## src/rtl/inst_encoder_loader.sv

```systemverilog
// Packs decoded RV32 fields (I-load, S, R, B) into instruction words
// and streams them sequentially into instruction memory, one write per beat.
// Ports: clk, rst_n, start/base_addr (session), in_valid/in_ready/in_last +
// opcode/rd/rs1/rs2/imm/funct3/funct7 (beats), mem_we/mem_addr/mem_wdata
// (write port), word_count/done/full/err (status).
module inst_encoder_loader #(
  parameter int ADDR_WIDTH = 32,
  parameter int MAX_WORDS  = 256
) (
  input  logic                  clk,
  input  logic                  rst_n,
  input  logic                  start,
  input  logic [ADDR_WIDTH-1:0] base_addr,
  input  logic                  in_valid,
  output logic                  in_ready,
  input  logic                  in_last,
  input  logic [6:0]            opcode,
  input  logic [4:0]            rd,
  input  logic [4:0]            rs1,
  input  logic [4:0]            rs2,
  input  logic [11:0]           imm,
  input  logic [2:0]            funct3,
  input  logic [6:0]            funct7,
  output logic                  mem_we,
  output logic [ADDR_WIDTH-1:0] mem_addr,
  output logic [31:0]           mem_wdata,
  output logic [15:0]           word_count,
  output logic                  done,
  output logic                  full,
  output logic                  err
);

  typedef enum logic [1:0] {
    IDLE,
    LOAD,
    FLUSH,
    DONE
  } state_t;

  localparam logic [15:0] MAXW = 16'(MAX_WORDS);

  state_t                state;
  logic [ADDR_WIDTH-1:0] ptr;
  logic [31:0]           enc;
  logic                  legal;
  logic                  accept;
  logic [15:0]           cnt_nx;
  logic                  hit_max;

  logic is_i, is_s, is_r, is_b;

  assign is_i = (opcode == 7'b0000011);
  assign is_s = (opcode == 7'b0100011);
  assign is_r = (opcode == 7'b0110011);
  assign is_b = (opcode == 7'b1100011);

  // B imm holds offset>>1, so imm[11] is offset bit 12
  always_comb begin
    enc   = '0;
    legal = 1'b1;
    unique case (1'b1)
      is_i: enc = {imm, rs1, funct3, rd, opcode};
      is_s: enc = {imm[11:5], rs2, rs1, funct3,
                   imm[4:0], opcode};
      is_r: enc = {funct7, rs2, rs1, funct3,
                   rd, opcode};
      is_b: enc = {imm[11], imm[9:4], rs2, rs1,
                   funct3, imm[3:0], imm[10],
                   opcode};
      default: legal = 1'b0;
    endcase
  end

  assign accept  = in_valid && in_ready;
  assign cnt_nx  = word_count + 16'd1;
  assign hit_max = legal && (cnt_nx == MAXW);

  always_ff @(posedge clk or negedge rst_n) begin
    if (!rst_n) begin
      state      <= IDLE;
      ptr        <= '0;
      in_ready   <= 1'b0;
      mem_we     <= 1'b0;
      mem_addr   <= '0;
      mem_wdata  <= '0;
      word_count <= '0;
      done       <= 1'b0;
      full       <= 1'b0;
      err        <= 1'b0;
    end else begin
      mem_we <= 1'b0;
      done   <= 1'b0;
      unique case (state)
        IDLE: begin
          if (start) begin
            state      <= LOAD;
            ptr        <= {base_addr[ADDR_WIDTH-1:2], 2'b00};
            word_count <= '0;
            full       <= 1'b0;
            err        <= 1'b0;
            in_ready   <= 1'b1;
          end
        end
        LOAD: begin
          if (accept) begin
            if (legal) begin
              mem_we    <= 1'b1;
              mem_wdata <= enc;
              mem_addr  <= ptr;
              ptr       <= ptr + ADDR_WIDTH'(4);
              if (word_count != MAXW) begin
                word_count <= cnt_nx;
              end
              full <= (cnt_nx >= MAXW);
            end else begin
              err <= 1'b1;
            end
            if (in_last || hit_max) begin
              state    <= FLUSH;
              in_ready <= 1'b0;
            end
          end
        end
        // the final write is on the port during this state
        FLUSH: begin
          state <= DONE;
          done  <= 1'b1;
        end
        DONE: begin
          state <= IDLE;
        end
        default: state <= IDLE;
      endcase
    end
  end

endmodule
```

## config.mk

```make
export PLATFORM = sky130hd
export DESIGN_NAME = inst_encoder_loader
export DESIGN_NICKNAME = d
export VERILOG_FILES = /design/src/rtl/inst_encoder_loader.sv
export SDC_FILE = /design/constraint.sdc
export NUM_CORES = 1
export LEC_CHECK = 0
export ABC_AREA = 1
export BUFFER_PORTS_ARGS = -buffer_cell sky130_fd_sc_hd__buf_2
export CAP_MARGIN = 15
export CELL_PAD_IN_SITES_DETAIL_PLACEMENT = 0
export CELL_PAD_IN_SITES_GLOBAL_PLACEMENT = 1
export CORE_ASPECT_RATIO = 1.75
export CORE_MARGIN = 2
export CORE_UTILIZATION = 41
export CTS_CLUSTER_SIZE = 12
export DETAILED_ROUTE_END_ITERATION = 8
export GPL_ROUTABILITY_DRIVEN = 0
export PLACE_DENSITY = 0.84
export SLEW_MARGIN = 20
export SYNTH_ARGS = -nofsm -noshare
export SYNTH_HDL_FRONTEND = slang
export SYNTH_SLANG_ARGS = --single-unit
```

## constraint.sdc

```tcl
create_clock -name clk -period 5.4 [get_ports clk]
set_input_delay 1.35 -clock clk [delete_from_list [all_inputs] [get_ports clk]]
set_output_delay 1.35 -clock clk [all_outputs]
set_load 0.01 [all_outputs]
```

Yosys cells after proc, flatten, opt, wreduce, memory -nomap -nowiden
Cells that the tools add are included.
- register bits: 119
- latch bits: 0
- memory bits (writable): 0
- bits in read-only memories: 0
- output and inout bits: 85
- memories: 0
- add/sub/neg operators: 2
- multipliers: 0
- div/mod/pow operators: 0
- $lt $le $gt $ge: 1
- equal/unequal tests: 15
- shift-type cells: 0
- mux-type cells: 30
- bitwise logic cells: 0
- reductions and logical operators: 12
- operators by type and width (operator ; number):
    32-bit case mux with 4 select lines ; 1
    32-bit 2-to-1 mux ; 3
    16-bit 2-to-1 mux ; 4
    32-bit case mux with 2 select lines ; 1
    32-bit by 3-bit adder with 32-bit output, second input constant ; 1
    16-bit case mux with 2 select lines ; 1
    16-bit by 1-bit adder with 16-bit output, second input constant ; 1
    16-bit by 9-bit == test with 1-bit output, second input constant ; 1
    16-bit by 9-bit greater-or-equal comparator with 1-bit output, second input constant ; 1
    16-bit by 9-bit != test with 1-bit output, second input constant ; 1
    7-bit by 6-bit == test with 1-bit output, second input constant ; 2
    1-bit 2-to-1 mux ; 13
    2-bit != test, second input constant ; 6
    4-bit AND reduction ; 3
    2-bit case mux with 4 select lines ; 1
    7-bit by 2-bit == test with 1-bit output, second input constant ; 1
    7-bit == test, second input constant ; 1
    2-bit 2-to-1 mux ; 3
    1-bit case mux with 2 select lines ; 3
    3-bit AND reduction ; 2
    5-bit AND reduction ; 1
    2-bit == test, second input constant ; 2
    4-bit OR reduction ; 1
    2-bit by 1-bit == test with 1-bit output, second input constant ; 1
    other kinds (4) ; 5

Logic depth before layout (Yosys ltp)
- word-level depth: 8
- depth in mapped cells: 14

Worst setup path before layout
No wires, ideal clock.
- path kind: input-to-reg
- from: input port opcode[0]
- to: register mem_wdata[27]
- arrival time: 2.445 ns
- required time: 5.273 ns
- path slack: 2.828 ns
- stages: 12
- buffers on the path: 2
- cell sequence: nand2_1 inv_1 nand2_1 nor2_1 nor2_2 nor2_1 nand2_2 inv_2 buf_4 buf_4 o21ai_1 nand3_1
- word-level cells in the longest chain between the ends: 4
- elaborated cells on any way between the ends: 8
- RTL lines (element ; line ; RTL):
    start, declared ; 17 ; input logic [6:0] opcode,
    7-bit by 2-bit == test with 1-bit output (tied with other cells) ; 52 ; assign is_i = (opcode == 7'b0000011);
    4-bit OR reduction (no source line) ; n/a ;
    1-bit 2-to-1 mux ; 61 ; unique case (1'b1)
    3-bit AND reduction (no source line) ; n/a ;
    end signal, assigned ; 108 ; mem_wdata <= enc;
    end, declared ; 26 ; output logic [31:0] mem_wdata,
Several ways; a longest one is shown, not always the timed one.
A chain may end at the register's enable or synchronous reset.

Worst setup path after layout
- from: input port opcode[1]
- to: register ptr[27]
- word-level cells in the longest chain between the ends: 5
- elaborated cells on any way between the ends: 8
- RTL lines (element ; line ; RTL):
    7-bit by 2-bit == test with 1-bit output (tied with other cells) ; 52 ;
    4-bit OR reduction (no source line) (*) ; n/a ;
    1-bit 2-to-1 mux (*) ; 61 ;
    2-bit != test (no source line) (*) ; n/a ;
    4-bit AND reduction (no source line) (*) ; n/a ;
    end signal, assigned ; 97 ; ptr <= {base_addr[ADDR_WIDTH-1:2], 2'b00};
    end signal, assigned ; 110 ; ptr <= ptr + ADDR_WIDTH'(4);
    end, declared ; 43 ; logic [ADDR_WIDTH-1:0] ptr;
Every way passes the cells marked *; elsewhere a longest branch is shown, timed or not.

==> Implementation_results.wiki <==
{| class="wikitable"
! Metric !! Value
|-
| Outcome || completed
|-
| Drc violations || 0
|-
| Maximum clock rate || 304 MHz
|-
| Cell-by-cell listing of the critical path || buf_2 -> nand2_1 -> inv_1 -> nand2_1 -> nor2_1 -> nor2_2 -> nand2_1 -> nand2_1 -> inv_2 -> buf_4 -> o21ai_0 -> nor2_1 -> a2bb2oi_1
|-
| Arrival time of data at the critical path endpoint || 3.62 ns
|-
| Xor and xnor fraction of the mapped netlist area || 1.45%
|-
| Clock tree from TritonCTS || yes
|-
| Leading register cell type out of synthesis || dfrtp_1
|-
| Number of sinks on the clock net || 115
|-
| Post-synthesis adder-cell area fraction || 1.24%
|-
| Via/cell ratio || 5.13
|-
| Yosys reg bits || 115
|-
| Area of the mapped netlist || 6050 um2
|-
| Floorplan die area || 15800 um2
|-
| Number of max-capacitance violations reported || 0
|-
| Final count of hold timing violations || 0
|-
| Clock insertion delay at the later pin of the skew report || 0.41 ns
|-
| Syn_area_per_cell || 7.75 um2
|-
| Top-level I/O count || 166
|-
| Remaining number of nets flagged by the antenna check after routing || 0
|-
| Synth warn || 0
|-
| DIE WIDTH || 95.8 um
|-
| Via count of the first global-routing pass || 5609
|-
| Effective utilization at floorplan || 42.1%
|-
| Minimum setup slack among reg-to-reg paths || 2.22 ns
|-
| Worst-case setup margin in the final layout || 2.11 ns
|-
| Worst-path fanout max || 50
|-
| Slowest cell on crit path || buf_4
|-
| Number of pins exceeding their max-slew limit in the final report || 0
|-
| Main combinational cell family by area after synthesis || simple AND/OR/NAND/NOR gates
|-
| Total Wirelength || 17500 um
|-
| Clock skew || 0.0130 ns
|-
| Post-route clock period utilization || 60.9%
|-
| Kind of cell adding the most delay to the critical path || simple AND/OR/NAND/NOR gates
|-
| Slowest Stage Delay on Critical Path || 0.43 ns
|-
| Power density over cell area || 473 nW/um2
|-
| Post-place setup slack || 1.74 ns
|-
| Count of cell types in the netlist || 46
|-
| Crit path depth || 13
|-
| Type of element capturing the critical path || flop
|-
| Clk slew on worst S/H paths || 0.06 ns
|-
| Maximum number of pins on one net before global-route repair || 68
|-
| Count of endpoints failing setup in the final report || 0
|-
| Critical Path Start || opcode[1]
|-
| First-pass GRT wire length || 27700 um
|-
| Postcts setup bufs || 0
|-
| Timing endpoint of the critical path || ptr[27]
|-
| Data required time of the critical path || 5.73 ns
|-
| Synthesized-area fraction occupied by ao, oa, aoi and oai cells || 14.7%
|-
| Seq/Total Area, Yosys || 47.6%
|-
| Proportion of synthesized area in mux cells || 0%
|-
| Worst ir drop on vdd || 0.000273 V
|-
| Maximum level of the CTS H-tree || 4
|-
| Static Leak || 3.94 nW
|-
| Share of final-layout standard cells stronger than drive strength 1 || 23.9%
|-
| Nets || 1022
|-
| Number of optimization iterations in the first detailed-route pass || 5
|-
| Via count of the routed design || 5787
|-
| GR Overflow Total || 0
|-
| Number of buffers inserted during clock tree synthesis || 17
|-
| Max Buffers Root-to-Sink || 2
|-
| Cells after Synth || 781
|-
| Launch point of the worst hold path || mem_wdata[2]
|-
| Sum of buffers and inverters on the critical path || 4
|-
| Worst min-delay path class || flop to flop
|-
| Placed wire-length estimate || 12700 um
|-
| Count of routing violations after the opening detailed-route iteration || 279
|-
| RSZ-0062 raised after global routing || false
|-
| Avg WL per Cell || 15.5 um
|-
| PortBufs || 161
|-
| Area added between synthesis and finish || 24.8%
|-
| Std cell rows || 58
|-
| Root Buffer Master || clkbuf_16
|-
| Capturing point of the worst reg2reg path || ptr[27]
|-
| Path type of the worst setup path || input pin to flop
|-
| RR Startpoint || state[1]
|-
| Worst r2r path cells || 11
|-
| CP Launch Type || input pin
|-
| Chip Height || 165 um
|-
| Core ar. || 14400 um2
|-
| Overall fraction of global-route tracks in use || 22.8%
|-
| Number of synthesized flops with an enable pin || 0
|-
| Fin util || 52.5%
|-
| Normalized max-slew margin || 55.4%
|-
| Worst-Margin Slew || 0.664 ns
|-
| Setup TNS after final layout || 0 ns
|-
| Most used cell along the critical path || nand2_1
|-
| Antenna cell count || 0
|-
| Post-synthesis simple-gate area fraction || 27.3%
|-
| Antenna violations before repair || 0
|-
| Number of gates resized after cts || 0
|-
| Share of synthesized flip-flops with an asynchronous set or reset || 100%
|-
| Tmin final || 3.29 ns
|-
| Hold buffers post-CTS || 0
|}
## report_power, final
group	internal (mW)	switching, mW	total (mW)
Combinational	0.411	0.815	1.23
Clock	0.643	0.440	1.08
Sequential	1.08	0.177	1.26
## metal layers
metal	share of wire, %	wire length, um	up-vias	GRT usage, %
li1	-	-	2900	-
met1	39	6780	2701	25.9
met5	0	0	-	0
met3	6.6	1160	22	5.16
met4	2.1	359	0	9.42
met2	52	9160	164	40.5
## cell families (layout without fill, tap and decap cells)
| logic type | count (synthesis) | count (layout) |
|---|---|---|
| other | 1 | 2 |
| DFF | 115 | 115 |
| buffers and inverters | 114 | 280 |
| AOI/OAI and AO/OA | 153 | 153 |
| xor gates and xnor gates | 10 | 10 |
| and+or+nand+nor | 382 | 382 |
| adders and majority gates | 6 | 6 |
## registers in the layout, summed over array words and instances (netlist names)
name	cells
full	1
state	2
word_count	16
ptr	30
done	1
err	1
mem_addr	30
mem_we	1
mem_wdata	32
in_ready	1
## Yosys cell counts (7+ instances only)
cell type  instances  area, um2
o31ai_1            7       52.6
o21ai_0           70        350
a21oi_1           21        105
nand4_1           14       87.6
nand2_1          220        826
dfrtp_1          115       2880
nor3_1             9       45.0
o211ai_1           8       60.1
clkbuf_1          14       52.6
o22ai_1           11       68.8
nor2_1            57        214
xor2_1             9       78.8
buf_2             14       70.1
nand3_1           46        230
inv_1             77        289
o21ai_1           11       55.1
nor4_1             9       56.3
## cell type report
type,instances,area (um2)
Multi-Input combinational cell,553,2720
Sequential cell,115,2880
Timing Repair Buffer,168,861
Inverter,80,300
Clock buffer,17,425
Clock inverter,15,143
Tap cell,180,225
Fill cell,1467,6820
## worst register-to-register path: stages (launching register included)
cell	delay, ns
dfrtp_1	0.37
inv_1	0.07
ha_2	0.18
inv_2	0.44
o21ai_0	0.24
a21oi_1	0.24
nand2_1	0.39
inv_2	0.15
buf_4	0.43
o21ai_0	0.24
nor2_1	0.15
a2bb2oi_1	0.19
## cell usage in the layout, fill, tap and decap left out, drive strengths merged, types with 2 or more instances in the layout
| cell | n |
|---|---|
| nand2 | 226 |
| buf | 168 |
| dfrtp | 115 |
| inv | 88 |
| o21ai | 82 |
| nor2 | 65 |
| nand3 | 46 |
| a21oi | 21 |
| clkbuf | 17 |
| nand4 | 15 |
| o22ai | 11 |
| nor3 | 10 |
| nor4 | 9 |
| xor2 | 9 |
| o211ai | 8 |
| o31ai | 7 |
| or2 | 7 |
| ha | 6 |
| o311ai | 5 |
| clkinv | 4 |
| o21a | 3 |
| a31oi | 3 |
| a22oi | 3 |
| a221oi | 2 |
| a2bb2oi | 2 |
| a21boi | 2 |
| o21bai | 2 |
| conb | 2 |
| clkinvlp | 2 |
| nand3b | 2 |
## per-stage QoR
| step | hold slack, ns | cell area [um2] | cells | total power, mW |
|---|---|---|---|---|
| after floorplan | 0.467 | 6050 | 782 | 2.10 |
| after global placement | 0.445 | 6980 | 1096 | 2.48 |
| after detailed placement | 0.446 | 6980 | 1096 | 2.50 |
| after CTS | 0.464 | 7550 | 1128 | 3.60 |
| after global routing | 0.499 | 7550 | 1128 | 3.84 |
| final | 0.461 | 7550 | 1128 | 3.57 |
## worst min path at each step
stage	endpoint	slack [ns]	depth (start not counted)
floorplan	state[1]	0.47	2
global placement	mem_wdata[2]	0.44	2
global route	mem_wdata[0]	0.50	1
detailed placement	mem_wdata[2]	0.45	2
CTS	mem_wdata[2]	0.46	2
finish	mem_wdata[2]	0.46	2
Note: power is estimated with default switching activity, not from simulation.
